### src/rtl/seg7_pkg.sv
// Shared types and glyph table for the multiplexed 7-segment display driver.
package seg7_pkg;

  // Segment order is {a,b,c,d,e,f,g}, a in the MSB, active-high.
  localparam logic [6:0] GLYPH_0     = 7'b1111110;
  localparam logic [6:0] GLYPH_1     = 7'b0110000;
  localparam logic [6:0] GLYPH_2     = 7'b1101101;
  localparam logic [6:0] GLYPH_3     = 7'b1111001;
  localparam logic [6:0] GLYPH_4     = 7'b0110011;
  localparam logic [6:0] GLYPH_5     = 7'b1011011;
  localparam logic [6:0] GLYPH_6     = 7'b1011111;
  localparam logic [6:0] GLYPH_7     = 7'b1110000;
  localparam logic [6:0] GLYPH_8     = 7'b1111111;
  localparam logic [6:0] GLYPH_9     = 7'b1111011;
  localparam logic [6:0] GLYPH_A     = 7'b1110111;
  localparam logic [6:0] GLYPH_B     = 7'b0011111;
  localparam logic [6:0] GLYPH_C     = 7'b1001110;
  localparam logic [6:0] GLYPH_D     = 7'b0111101;
  localparam logic [6:0] GLYPH_E     = 7'b1001111;
  localparam logic [6:0] GLYPH_F     = 7'b1000111;
  localparam logic [6:0] GLYPH_BLANK = 7'b0000000;

  // One-entry update buffer occupancy.
  typedef enum logic {
    EMPTY = 1'b0,
    FULL  = 1'b1
  } buf_state_e;

  // Code to glyph; codes 10-15 render as letters only when hex_en is set.
  function automatic logic [6:0] seg7_glyph(input logic [3:0] code, input logic hex_en);
    logic [6:0] g;
    case (code)
      4'h0: g = GLYPH_0;
      4'h1: g = GLYPH_1;
      4'h2: g = GLYPH_2;
      4'h3: g = GLYPH_3;
      4'h4: g = GLYPH_4;
      4'h5: g = GLYPH_5;
      4'h6: g = GLYPH_6;
      4'h7: g = GLYPH_7;
      4'h8: g = GLYPH_8;
      4'h9: g = GLYPH_9;
      4'hA: g = hex_en ? GLYPH_A : GLYPH_BLANK;
      4'hB: g = hex_en ? GLYPH_B : GLYPH_BLANK;
      4'hC: g = hex_en ? GLYPH_C : GLYPH_BLANK;
      4'hD: g = hex_en ? GLYPH_D : GLYPH_BLANK;
      4'hE: g = hex_en ? GLYPH_E : GLYPH_BLANK;
      default: g = hex_en ? GLYPH_F : GLYPH_BLANK;
    endcase
    return g;
  endfunction

endpackage

### src/rtl/seg7_decode.sv
// Combinational digit decoder: 4-bit code to active-high segment pattern.
module seg7_decode
  import seg7_pkg::*;
#(
  parameter int HEX_EN = 0
) (
  input  logic [3:0] code,
  output logic [6:0] seg
);

  localparam logic HEX = (HEX_EN != 0);

  // Pure table lookup; polarity is handled by the caller.
  always_comb begin
    seg = seg7_glyph(code, HEX);
  end

endmodule

### src/rtl/seg7_mux_display.sv
// Time-multiplexed N-digit 7-segment driver with frame-aligned updates,
// anti-ghosting blanking and optional leading-zero suppression.
module seg7_mux_display
  import seg7_pkg::*;
#(
  parameter int NUM_DIGITS     = 4,
  parameter int DIV            = 1000,
  parameter int BLANK          = 2,
  parameter int HEX_EN         = 0,
  parameter int SEG_ACTIVE_LOW = 0,
  parameter int AN_ACTIVE_LOW  = 0
) (
  input  logic                    clk,
  input  logic                    rst,
  input  logic [4*NUM_DIGITS-1:0] digits_in,
  input  logic [NUM_DIGITS-1:0]   dp_in,
  input  logic                    lzs_en,
  input  logic                    upd_valid,
  output logic                    upd_ready,
  output logic [6:0]              seg,
  output logic                    dp,
  output logic [NUM_DIGITS-1:0]   an,
  output logic                    frame_done
);

  localparam int CW = $clog2(DIV);
  localparam int IW = $clog2(NUM_DIGITS);

  localparam logic [CW-1:0] CNT_LAST = CW'(DIV - 1);
  localparam logic [CW-1:0] CNT_BLNK = CW'(BLANK);
  localparam logic [IW-1:0] IDX_LAST = IW'(NUM_DIGITS - 1);

  // XOR masks that turn active-high values into pin levels; also the idle level.
  localparam logic                  SEG_INV = (SEG_ACTIVE_LOW != 0);
  localparam logic                  AN_INV  = (AN_ACTIVE_LOW != 0);
  localparam logic [6:0]            SEG_OFF = {7{SEG_INV}};
  localparam logic [NUM_DIGITS-1:0] AN_OFF  = {NUM_DIGITS{AN_INV}};

  // Scan position
  logic [CW-1:0] cnt_q, cnt_d;
  logic [IW-1:0] idx_q, idx_d;
  logic          slot_end, boundary;

  // Update buffering
  buf_state_e                state_q, state_d;
  logic [4*NUM_DIGITS-1:0]   pend_dig_q, pend_dig_d;
  logic [NUM_DIGITS-1:0]     pend_dp_q, pend_dp_d;
  logic                      pend_lzs_q, pend_lzs_d;
  logic [4*NUM_DIGITS-1:0]   shd_dig_q, shd_dig_d;
  logic [NUM_DIGITS-1:0]     shd_dp_q, shd_dp_d;
  logic                      shd_lzs_q, shd_lzs_d;

  // Digit selection and decode
  logic [3:0]            shd_arr [NUM_DIGITS];
  logic [NUM_DIGITS-1:0] supp;
  logic                  zero_run;
  logic [3:0]            cur_code;
  logic                  cur_dp, cur_supp;
  logic [6:0]            glyph;
  logic [NUM_DIGITS-1:0] an_raw;
  logic [6:0]            seg_raw;
  logic                  dp_raw;

  // Registered pins
  logic [NUM_DIGITS-1:0] an_q, an_d;
  logic [6:0]            seg_q, seg_d;
  logic                  dp_q, dp_d;
  logic                  fd_q, fd_d;

  assign slot_end = (cnt_q == CNT_LAST);
  assign boundary = slot_end && (idx_q == IDX_LAST);

  // Prescaler and digit index; idx wraps explicitly so any NUM_DIGITS works.
  always_comb begin
    cnt_d = slot_end ? '0 : cnt_q + 1'b1;
    idx_d = idx_q;
    if (slot_end) idx_d = (idx_q == IDX_LAST) ? '0 : idx_q + 1'b1;
  end

  // Pending buffer takes one update; it moves to the shadow only on a frame
  // boundary so a frame is always drawn from a single consistent snapshot.
  always_comb begin
    state_d    = state_q;
    pend_dig_d = pend_dig_q;
    pend_dp_d  = pend_dp_q;
    pend_lzs_d = pend_lzs_q;
    shd_dig_d  = shd_dig_q;
    shd_dp_d   = shd_dp_q;
    shd_lzs_d  = shd_lzs_q;
    case (state_q)
      EMPTY: begin
        if (upd_valid) begin
          pend_dig_d = digits_in;
          pend_dp_d  = dp_in;
          pend_lzs_d = lzs_en;
          state_d    = FULL;
        end
      end
      default: begin
        if (boundary) begin
          shd_dig_d = pend_dig_q;
          shd_dp_d  = pend_dp_q;
          shd_lzs_d = pend_lzs_q;
          state_d   = EMPTY;
        end
      end
    endcase
  end

  assign upd_ready = (state_q == EMPTY);

  for (genvar k = 0; k < NUM_DIGITS; k++) begin : g_unpack
    assign shd_arr[k] = shd_dig_q[4*k +: 4];
  end

  // Suppression mask: a digit is blanked while it and every digit above it are
  // zero. Digit 0 stays visible so a zero value still shows "0".
  always_comb begin
    supp     = '0;
    zero_run = shd_lzs_q;
    for (int k = NUM_DIGITS - 1; k >= 1; k--) begin
      zero_run = zero_run && (shd_arr[k] == 4'd0);
      supp[k]  = zero_run;
    end
  end

  assign cur_code = shd_arr[idx_q];
  assign cur_dp   = shd_dp_q[idx_q];
  assign cur_supp = supp[idx_q];

  seg7_decode #(.HEX_EN(HEX_EN)) u_decode (
    .code (cur_code),
    .seg  (glyph)
  );

  // Slot outputs: anode held off for the first BLANK cycles of each slot so
  // segment lines settle before the next digit lights.
  always_comb begin
    an_raw = '0;
    if ((cnt_q >= CNT_BLNK) && !cur_supp) an_raw[idx_q] = 1'b1;
    seg_raw = cur_supp ? GLYPH_BLANK : glyph;
    dp_raw  = cur_dp & ~cur_supp;
    an_d    = an_raw ^ AN_OFF;
    seg_d   = seg_raw ^ SEG_OFF;
    dp_d    = dp_raw ^ SEG_INV;
    fd_d    = boundary;
  end

  // Scan state and buffers; reset discards any pending update.
  always_ff @(posedge clk or posedge rst) begin
    if (rst) begin
      cnt_q      <= '0;
      idx_q      <= '0;
      state_q    <= EMPTY;
      pend_dig_q <= '0;
      pend_dp_q  <= '0;
      pend_lzs_q <= 1'b0;
      shd_dig_q  <= '0;
      shd_dp_q   <= '0;
      shd_lzs_q  <= 1'b0;
    end else begin
      cnt_q      <= cnt_d;
      idx_q      <= idx_d;
      state_q    <= state_d;
      pend_dig_q <= pend_dig_d;
      pend_dp_q  <= pend_dp_d;
      pend_lzs_q <= pend_lzs_d;
      shd_dig_q  <= shd_dig_d;
      shd_dp_q   <= shd_dp_d;
      shd_lzs_q  <= shd_lzs_d;
    end
  end

  // Output pin registers; reset drives every pin to its inactive level.
  always_ff @(posedge clk or posedge rst) begin
    if (rst) begin
      an_q  <= AN_OFF;
      seg_q <= SEG_OFF;
      dp_q  <= SEG_INV;
      fd_q  <= 1'b0;
    end else begin
      an_q  <= an_d;
      seg_q <= seg_d;
      dp_q  <= dp_d;
      fd_q  <= fd_d;
    end
  end

  assign an         = an_q;
  assign seg        = seg_q;
  assign dp         = dp_q;
  assign frame_done = fd_q;

endmodule
### config.mk
export PLATFORM = sky130hd
export DESIGN_NAME = seg7_mux_display
export DESIGN_NICKNAME = d
export VERILOG_FILES = /design/src/rtl/seg7_pkg.sv /design/src/rtl/seg7_decode.sv /design/src/rtl/seg7_mux_display.sv
export SDC_FILE = /design/constraint.sdc
export NUM_CORES = 1
export LEC_CHECK = 0
export ABC_AREA = 1
export BUFFER_PORTS_ARGS = -buffer_cell sky130_fd_sc_hd__buf_2
export CORE_UTILIZATION = 40
export DETAILED_ROUTE_END_ITERATION = 7
export HOLD_SLACK_MARGIN = 0.03
export PLACE_DENSITY_LB_ADDON = 0.15
export SLEW_MARGIN = 20
export SYNTH_ARGS = -nofsm -noshare
export SYNTH_HDL_FRONTEND = slang
export SYNTH_HIERARCHICAL = 1
export SYNTH_SLANG_ARGS = --single-unit
### constraint.sdc
create_clock -name clk -period 2.2 [get_ports clk]
set_input_delay 0.22 -clock clk [delete_from_list [all_inputs] [get_ports clk]]
set_output_delay 0.22 -clock clk [all_outputs]
set_load 0.03 [all_outputs]
Word-level counts from Yosys, hierarchy flattened
Memory sizes are Yosys's and may differ from the RTL's.
Index checks and enable logic that the tools add are counted.
W data, S select, Z words.
{ "classes": {"n_addsub": 2, "eq_ne": 2, "n_reduce_logical": 12, "mux": 16, "bitwise_logic": 4, "n_lt_le_gt_ge": 4} }
{ "ops": {"columns": ["cell", "n"], "rows": [
  ["$logic_not A4 Y1", 3],
  ["$mux W4", 3],
  ["$add A10 B1 Y10 const B", 1],
  ["$eq A10 B10 Y1 const B", 1],
  ["$ge A10 B2 Y1 const B", 1],
  ["$mux W10", 1],
  ["$bmux W4 S2", 1],
  ["$mux W7", 1],
  ["$logic_and A1 B1 Y1", 6],
  ["$mux W1", 6],
  ["$bmux W1 S2", 2],
  ["$reduce_and A2 Y1", 2],
  ["$ge A3 B3 Y1 const B", 1],
  ["$lt A2 B3 Y1 const B", 1],
  ["$not A2 Y3", 1],
  ["$add A2 B1 Y2 const B", 1],
  ["$demux W1 S2", 1],
  ["$eq A2 B2 Y1 const B", 1],
  ["$ge A2 B1 Y1 const B", 1],
  ["$mux W2", 1],
  ["$not A1 Y1", 2],
  ["$and A1 B1 Y1", 1],
  ["$logic_not A1 Y1", 1]
]} }
{ "totals": {"romBits": 112, "output_inout_bits": 14, "memories": 1, "inputBits": 24, "ff_bits": 68} }
{ "memory_table": {"columns": ["name", "depth", "word_bits", "rd", "rd_clocked_by_memory_dff", "wr", "line_no", "text"], "rows": [
  ["(no name shown)", 16, 7, 1, 0, 0, "seg7_pkg.sv:32", "case (code)"]
]} }

Longest topological paths before layout
{ "logic_depth": {"depth_word": 9, "depth_mapped": 13, "depth_no_buf": 12} }

Modules after synthesis
Netlist, hierarchy kept.
{ "modules_own_cells": {"columns": ["module", "area_per_inst_um2", "instances", "seq_area_each_um2", "cells_per_inst"], "rows": [
  ["seg7_mux_display", 3088.0, 1, 1701.6, 317],
  ["seg7_decode", 210.2, 1, 0.0, 39]
]} }

Worst setup path after synthesis
No wires, ideal clock.
{ "synth_path": {"kind": "reg2reg", "start": "register idx_q[0]", "end": "register seg_q[3] (netlist: seg[3])", "required_ns": 2.077, "setup_ns": 0.123, "n_path_buf": 1, "arrival_ns": 1.861, "setup_slack_ns": 0.216, "stages_incl_launch_ff": 13, "synth_period_minus_slack_ns": 1.984, "cell_sequence": "dfrtp_1 > inv_1 > clkbuf_1 > o21ai_0 > o22ai_1 > inv_1 > ha_1 > nand2_1 > nand2_1 > nand2_1 > nand2_1 > inv_1 > nor2_1"} }
{ "synth_between": {"elab_chain_cells": 6, "elab_cells_between_ends": 8} }
{ "synth_rtl": {"columns": ["element", "line_no", "text"], "rows": [
  ["from (decl)", "seg7_mux_display.sv:41", "logic [IW-1:0] idx_q, idx_d;"],
  ["from (signal assigned)", "seg7_mux_display.sv:163", "idx_q <= idx_d;"],
  ["$not A2 Y3 (not written as such)", "seg7_mux_display.sv:127", "assign cur_code = shd_arr[idx_q];"],
  ["$bmux W4 S2", "seg7_mux_display.sv:127", null],
  ["$mux W4 (not written as such) (2 in series)", "seg7_mux_display.sv:127", null],
  ["named net cur_code[1]", "seg7_mux_display.sv:57", "logic [3:0] cur_code;"],
  ["$mem_v2 Z16 W7", null, null],
  ["named net glyph[3]", "seg7_mux_display.sv:59", "logic [6:0] glyph;"],
  ["$mux W7", "seg7_mux_display.sv:141", "seg_raw = cur_supp ? GLYPH_BLANK : glyph;"],
  ["named net seg_d[3]", "seg7_mux_display.sv:66", "logic [6:0] seg_q, seg_d;"],
  ["to (signal assigned)", "seg7_mux_display.sv:183", "seg_q <= seg_d;"],
  ["to (decl)", "seg7_mux_display.sv:66", null]
]} }
The timed path passes the listed nets, and every way through them passes these cells. The select of a mux whose other input is x is not followed.
A chain may end at the register's enable or synchronous reset.

Worst setup path after layout
Ends and elaborated chain as after synthesis.

==> impl_table.tex <==
\begin{tabular}{lr}
\hline
Metric & Value \\
\hline
\multicolumn{2}{l}{\textbf{Placed design}} \\
\quad Number of I/O port buffers & 37 \\
\quad Total half-perimeter wirelength after legalization and detailed placement & 4.41 mm \\
\quad Weighted congestion at the end of routability-driven global placement & 0.852 \\
\quad Placed inst area & 3570 um\^{}2 \\
\quad Dpl ws & 251 ps \\
\quad Placed Cells incl. Taps & 491 \\
\multicolumn{2}{l}{\textbf{Worst setup path}} \\
\quad Flop-to-flop setup slack & 230 ps \\
\quad Maximum fanout count along the critical path & 15 \\
\quad Most used cell, CP & sky130\_fd\_sc\_hd\_\_nand2\_1 \\
\quad Worst path cell trace & inv\_1 > o21ai\_0 > o22ai\_1 > inv\_1 > ha\_1 > nand2\_1 > nand2\_1 > nand2\_1 > nand2\_1 > inv\_1 > nor2\_1 \\
\quad Worst reg2reg path startpoint & idx\_q[0] \\
\quad CP Class & flip-flop to flip-flop \\
\quad Endpoint of the most critical register-to-register path & seg[3] \\
\quad Slowest-stage cell, CP & sky130\_fd\_sc\_hd\_\_dfrtp\_1 \\
\quad Largest stage delay on the critical path & 380 ps \\
\quad Endpoint class of the critical path & flip-flop \\
\quad Startpoint class of the critical path & flip-flop \\
\quad Register-to-Register Path Depth & 11 \\
\quad Crit path arrival time & 2200 ps \\
\quad Critical Path RT & 2430 ps \\
\multicolumn{2}{l}{\textbf{Routing}} \\
\quad Drt pass-1 iters & 4 \\
\quad Detailed-route wire length per cell & 12.4 um \\
\quad Via count normalized by instance count & 4.75 \\
\quad DR iter-0 viols & 118 \\
\quad DR vias & 2413 \\
\quad DRT antenna net count & 0 \\
\quad Total detailed-routing wirelength & 6.30 mm \\
\quad \# DRC & 0 \\
\multicolumn{2}{l}{\textbf{Logic synthesis}} \\
\quad Leading cell types by total area after synthesis & sky130\_fd\_sc\_hd\_\_dfrtp\_1, sky130\_fd\_sc\_hd\_\_nand2\_1, sky130\_fd\_sc\_hd\_\_mux2\_2 \\
\quad Async set-or-reset flop fraction in the synthesized netlist & 100\% \\
\quad Count of synthesis-stage warnings from yosys & 6 \\
\quad Cell with the most instances after synthesis & sky130\_fd\_sc\_hd\_\_nand2\_1 \\
\quad Main flop type after synthesis & sky130\_fd\_sc\_hd\_\_dfrtp\_1 \\
\quad Portion of synthesized cell area occupied by the leading cell type & 51.6\% \\
\quad Adder-cell area share of the yosys netlist & 4.55\% \\
\quad Area fraction in and, or, nand and nor cells after synthesis & 25.0\% \\
\quad Post-synth EDFFs & 0 \\
\quad Synthesized netlist cell count & 356 \\
\quad Leading area contributor after synthesis & sky130\_fd\_sc\_hd\_\_dfrtp\_1 \\
\quad Avg Cell Area, Syn & 9.26 um\^{}2 \\
\quad Top cell types by occurrence after synthesis & sky130\_fd\_sc\_hd\_\_nand2\_1, sky130\_fd\_sc\_hd\_\_dfrtp\_1, sky130\_fd\_sc\_hd\_\_nor2\_1 \\
\quad Share of the yosys chip area belonging to registers & 51.6\% \\
\quad Synth Register Bits & 68 \\
\quad Cell variety after synth & 29 \\
\quad Synthesized net count & 392 \\
\quad Area of the mapped netlist & 3300 um\^{}2 \\
\quad Combinational family with the most area after synthesis & simple AND/OR/NAND/NOR gates \\
\quad Compound-Gate Fraction of Synth Area & 3.64\% \\
\quad Mux share of post-synthesis cell area & 7.17\% \\
\quad Post-synthesis share of cell area spent on xor and xnor gates & 0.266\% \\
\multicolumn{2}{l}{\textbf{Pwr}} \\
\quad Cell internal power dissipation & 0.00198 W \\
\quad Sw Ratio & 21.5\% \\
\quad Sw power & 0.000543 W \\
\quad Sequential Power Share & 52.2\% \\
\quad Logic gate share of total power & 3.5\% \\
\quad Leakage component of the power & 2.04 nW \\
\quad Pwr Density & 666 nW/um\^{}2 \\
\quad Part of the total power dissipated in the clock network & 44.3\% \\
\quad Worst vdd rail ir drop & 0.000382 V \\
\multicolumn{2}{l}{\textbf{Cells and area}} \\
\quad Fraction of final layout cells with drive strength greater than 1 & 24.6\% \\
\quad Filler cell count in the final layout & 797 \\
\quad Area grow syn2layout & 15.1\% \\
\quad Antenna diode instance count & 0 \\
\quad Final net count & 437 \\
\quad Fin cells & 508 \\
\quad Design Area, Final & 3790 um\^{}2 \\
\multicolumn{2}{l}{\textbf{Clock network}} \\
\quad Clock-pin slew on the worst setup and hold paths & 80 ps \\
\quad Root buffer cell & sky130\_fd\_sc\_hd\_\_clkbuf\_8 \\
\quad Maximum clock path buffer count & 2 \\
\quad Total number of H-tree levels & 3 \\
\quad Clock insertion delay at the later pin of the skew report & 350 ps \\
\quad Post-CTS Repair Setup Buffers & 0 \\
\quad Clock sink total & 68 \\
\quad Post-cts repair resize count & 0 \\
\quad TritonCTS clock tree & yes \\
\quad Num CTS Buffers & 9 \\
\multicolumn{2}{l}{\textbf{STA}} \\
\quad Fin worst setup slack & 227 ps \\
\quad Final-layout worst hold slack & 95.8 ps \\
\quad Final setup vio count & 0 \\
\quad Final worst path period share & 89.7\% \\
\quad Final-report hold violation count & 0 \\
\quad RSZ-0062 raised after global routing & no \\
\quad Final count of pins violating max slew & 0 \\
\quad Total Neg Setup Slack & 0 ps \\
\quad Final setup skew & 8.60 ps \\
\quad Slew HR & 64.8\% \\
\quad Post-layout min period & 1970 ps \\
\quad Transition time at the pin with the least slew margin & 527 ps \\
\quad Max Clock Freq & 0.507 GHz \\
\multicolumn{2}{l}{\textbf{GRT}} \\
\quad Number of global-route vias before repair & 2404 \\
\quad Global-route wire length before repair & 11.3 mm \\
\quad Total GRT Usage & 17.0\% \\
\quad Global-route congestion overflow total & 0 \\
\quad Initial antenna violation count & 0 \\
\quad Maximum number of pins on one net before global-route repair & 46 \\
\multicolumn{2}{l}{\textbf{Floorplanning}} \\
\quad Width of the die & 92.8 um \\
\quad Boundary Pins & 38 \\
\quad FP Rows & 32 \\
\quad Die height & 92.8 um \\
\quad Initial core utilization & 42.0\% \\
\quad Area of the core & 7850 um\^{}2 \\
\quad Die Outline Area & 8610 um\^{}2 \\
\multicolumn{2}{l}{\textbf{Hold path}} \\
\quad Origin of the worst min-delay path & digits\_in[5] \\
\quad Worst min-delay path class & input pin to flip-flop \\
\quad Worst Hold Endpoint & pend\_dig\_q[5] \\
\quad WHS Path Cells & 2 \\
\multicolumn{2}{l}{\textbf{Run status}} \\
\quad Result of the run & finished, final reports clean \\
\multicolumn{2}{l}{\textbf{Flow run}} \\
\quad MaxCap Viol Count & 0 \\
\hline
\end{tabular}
-- cell type report --
class / instances / area (um^2) / share of cell area (%)
clock buffer: 10 / 128 / 3.36
clock inverter: 6 / 88.8 / 2.34
timing repair buffer: 46 / 268 / 7.06
sequential: 68 / 1700 / 44.8
inverter: 38 / 143 / 3.76
tap: 102 / 128 / 3.36
multi-input combinational: 238 / 1340 / 35.3
-- flip-flops by register name, indices dropped and copies added, names as in the netlist --
name        count
shd_lzs_q       1
seg             7
an              4
cnt_q          10
shd_dp_q        4
pend_dig_q     16
idx_q           2
dp              1
pend_dp_q       4
state_q         1
pend_lzs_q      1
shd_dig_q      16
frame_done      1
-- logic make-up after synthesis --
family | Yosys count
and+or+nand+nor | 181
muxes | 21
AOI/OAI and AO/OA | 23
DFF | 68
adders and majority gates | 12
buffers and inverters | 50
xor gates and xnor gates | 1
-- critical path: cells and delay by family, from the launching register on --
kind / cells / cell delay [ps]
adder cells (fa/ha/maj): 1 / 320
AO/OA/AOI/OAI: 2 / 370
AND/OR/NAND/NOR: 5 / 260
flip-flops: 1 / 380
buffers and inverters: 3 / 530
-- how the worst max path moves through the flow --
| stage | startpoint | to | slack (ps) | cells after the start |
|---|---|---|---|---|
| 2_1_floorplan | idx_q[0] | seg[3] | 220 | 12 |
| 6_report | idx_q[0] | seg[3] | 230 | 11 |
| 3_5_place_dp | idx_q[0] | seg[3] | 250 | 11 |
| 5_1_grt | idx_q[0] | seg[3] | 2 | 11 |
| 4_1_cts | idx_q[0] | seg[3] | 220 | 11 |
| 3_3_place_gp | idx_q[0] | seg[3] | 330 | 11 |
-- per-stage QoR --
stage          power (W)  util (%)
2_1_floorplan    0.00139         -
3_3_place_gp     0.00143      45.5
3_5_place_dp     0.00143      45.5
4_1_cts          0.00256      48.4
5_1_grt          0.00263      48.4
6_report         0.00253      48.4
-- routing by layer --
metal / vias to the layer above / routed length, um / GRT usage, %
met1: 1112 / 3180 / 22.9
met2: 52 / 2760 / 25.9
met3: 9 / 258 / 4.93
met5: - / 0 / 0
met4: 0 / 96 / 6.15
li1: 1240 / - / -
-- cells in the final DEF, fill, tap and decap left out, types with 2 or more instances in the layout --
cell type / count
sky130_fd_sc_hd__or2_2: 3
sky130_fd_sc_hd__dfrtp_1: 68
sky130_fd_sc_hd__nand2_1: 89
sky130_fd_sc_hd__mux2_2: 21
sky130_fd_sc_hd__clkbuf_8: 9
sky130_fd_sc_hd__ha_1: 12
sky130_fd_sc_hd__clkinvlp_4: 2
sky130_fd_sc_hd__buf_2: 37
sky130_fd_sc_hd__nand4_1: 22
sky130_fd_sc_hd__inv_1: 32
sky130_fd_sc_hd__bufinv_16: 2
sky130_fd_sc_hd__nand3_1: 7
sky130_fd_sc_hd__nor2_1: 45
sky130_fd_sc_hd__buf_4: 7
sky130_fd_sc_hd__o22ai_1: 4
sky130_fd_sc_hd__nor2_2: 2
sky130_fd_sc_hd__a21oi_1: 6
sky130_fd_sc_hd__nand2_2: 4
sky130_fd_sc_hd__inv_2: 5
sky130_fd_sc_hd__o21ai_0: 13
sky130_fd_sc_hd__nor3_1: 4
-- repair_timing --
action                     CTS  global route
hold endpoints to repair    23             0
hold buffers                 1             0
setup endpoints to repair    0             0
-- power groups by stage --
stage                     sequential, W  combinational [W]  clock [W]
after global routing            0.00132           0.000102    0.00120
after detailed placement        0.00134          0.0000923          0
final                           0.00132          0.0000892    0.00112
after CTS                       0.00132          0.0000938    0.00115
after floorplan                 0.00133          0.0000568          0
after global placement          0.00134          0.0000892          0
Note: power is estimated with default switching activity, not from simulation.
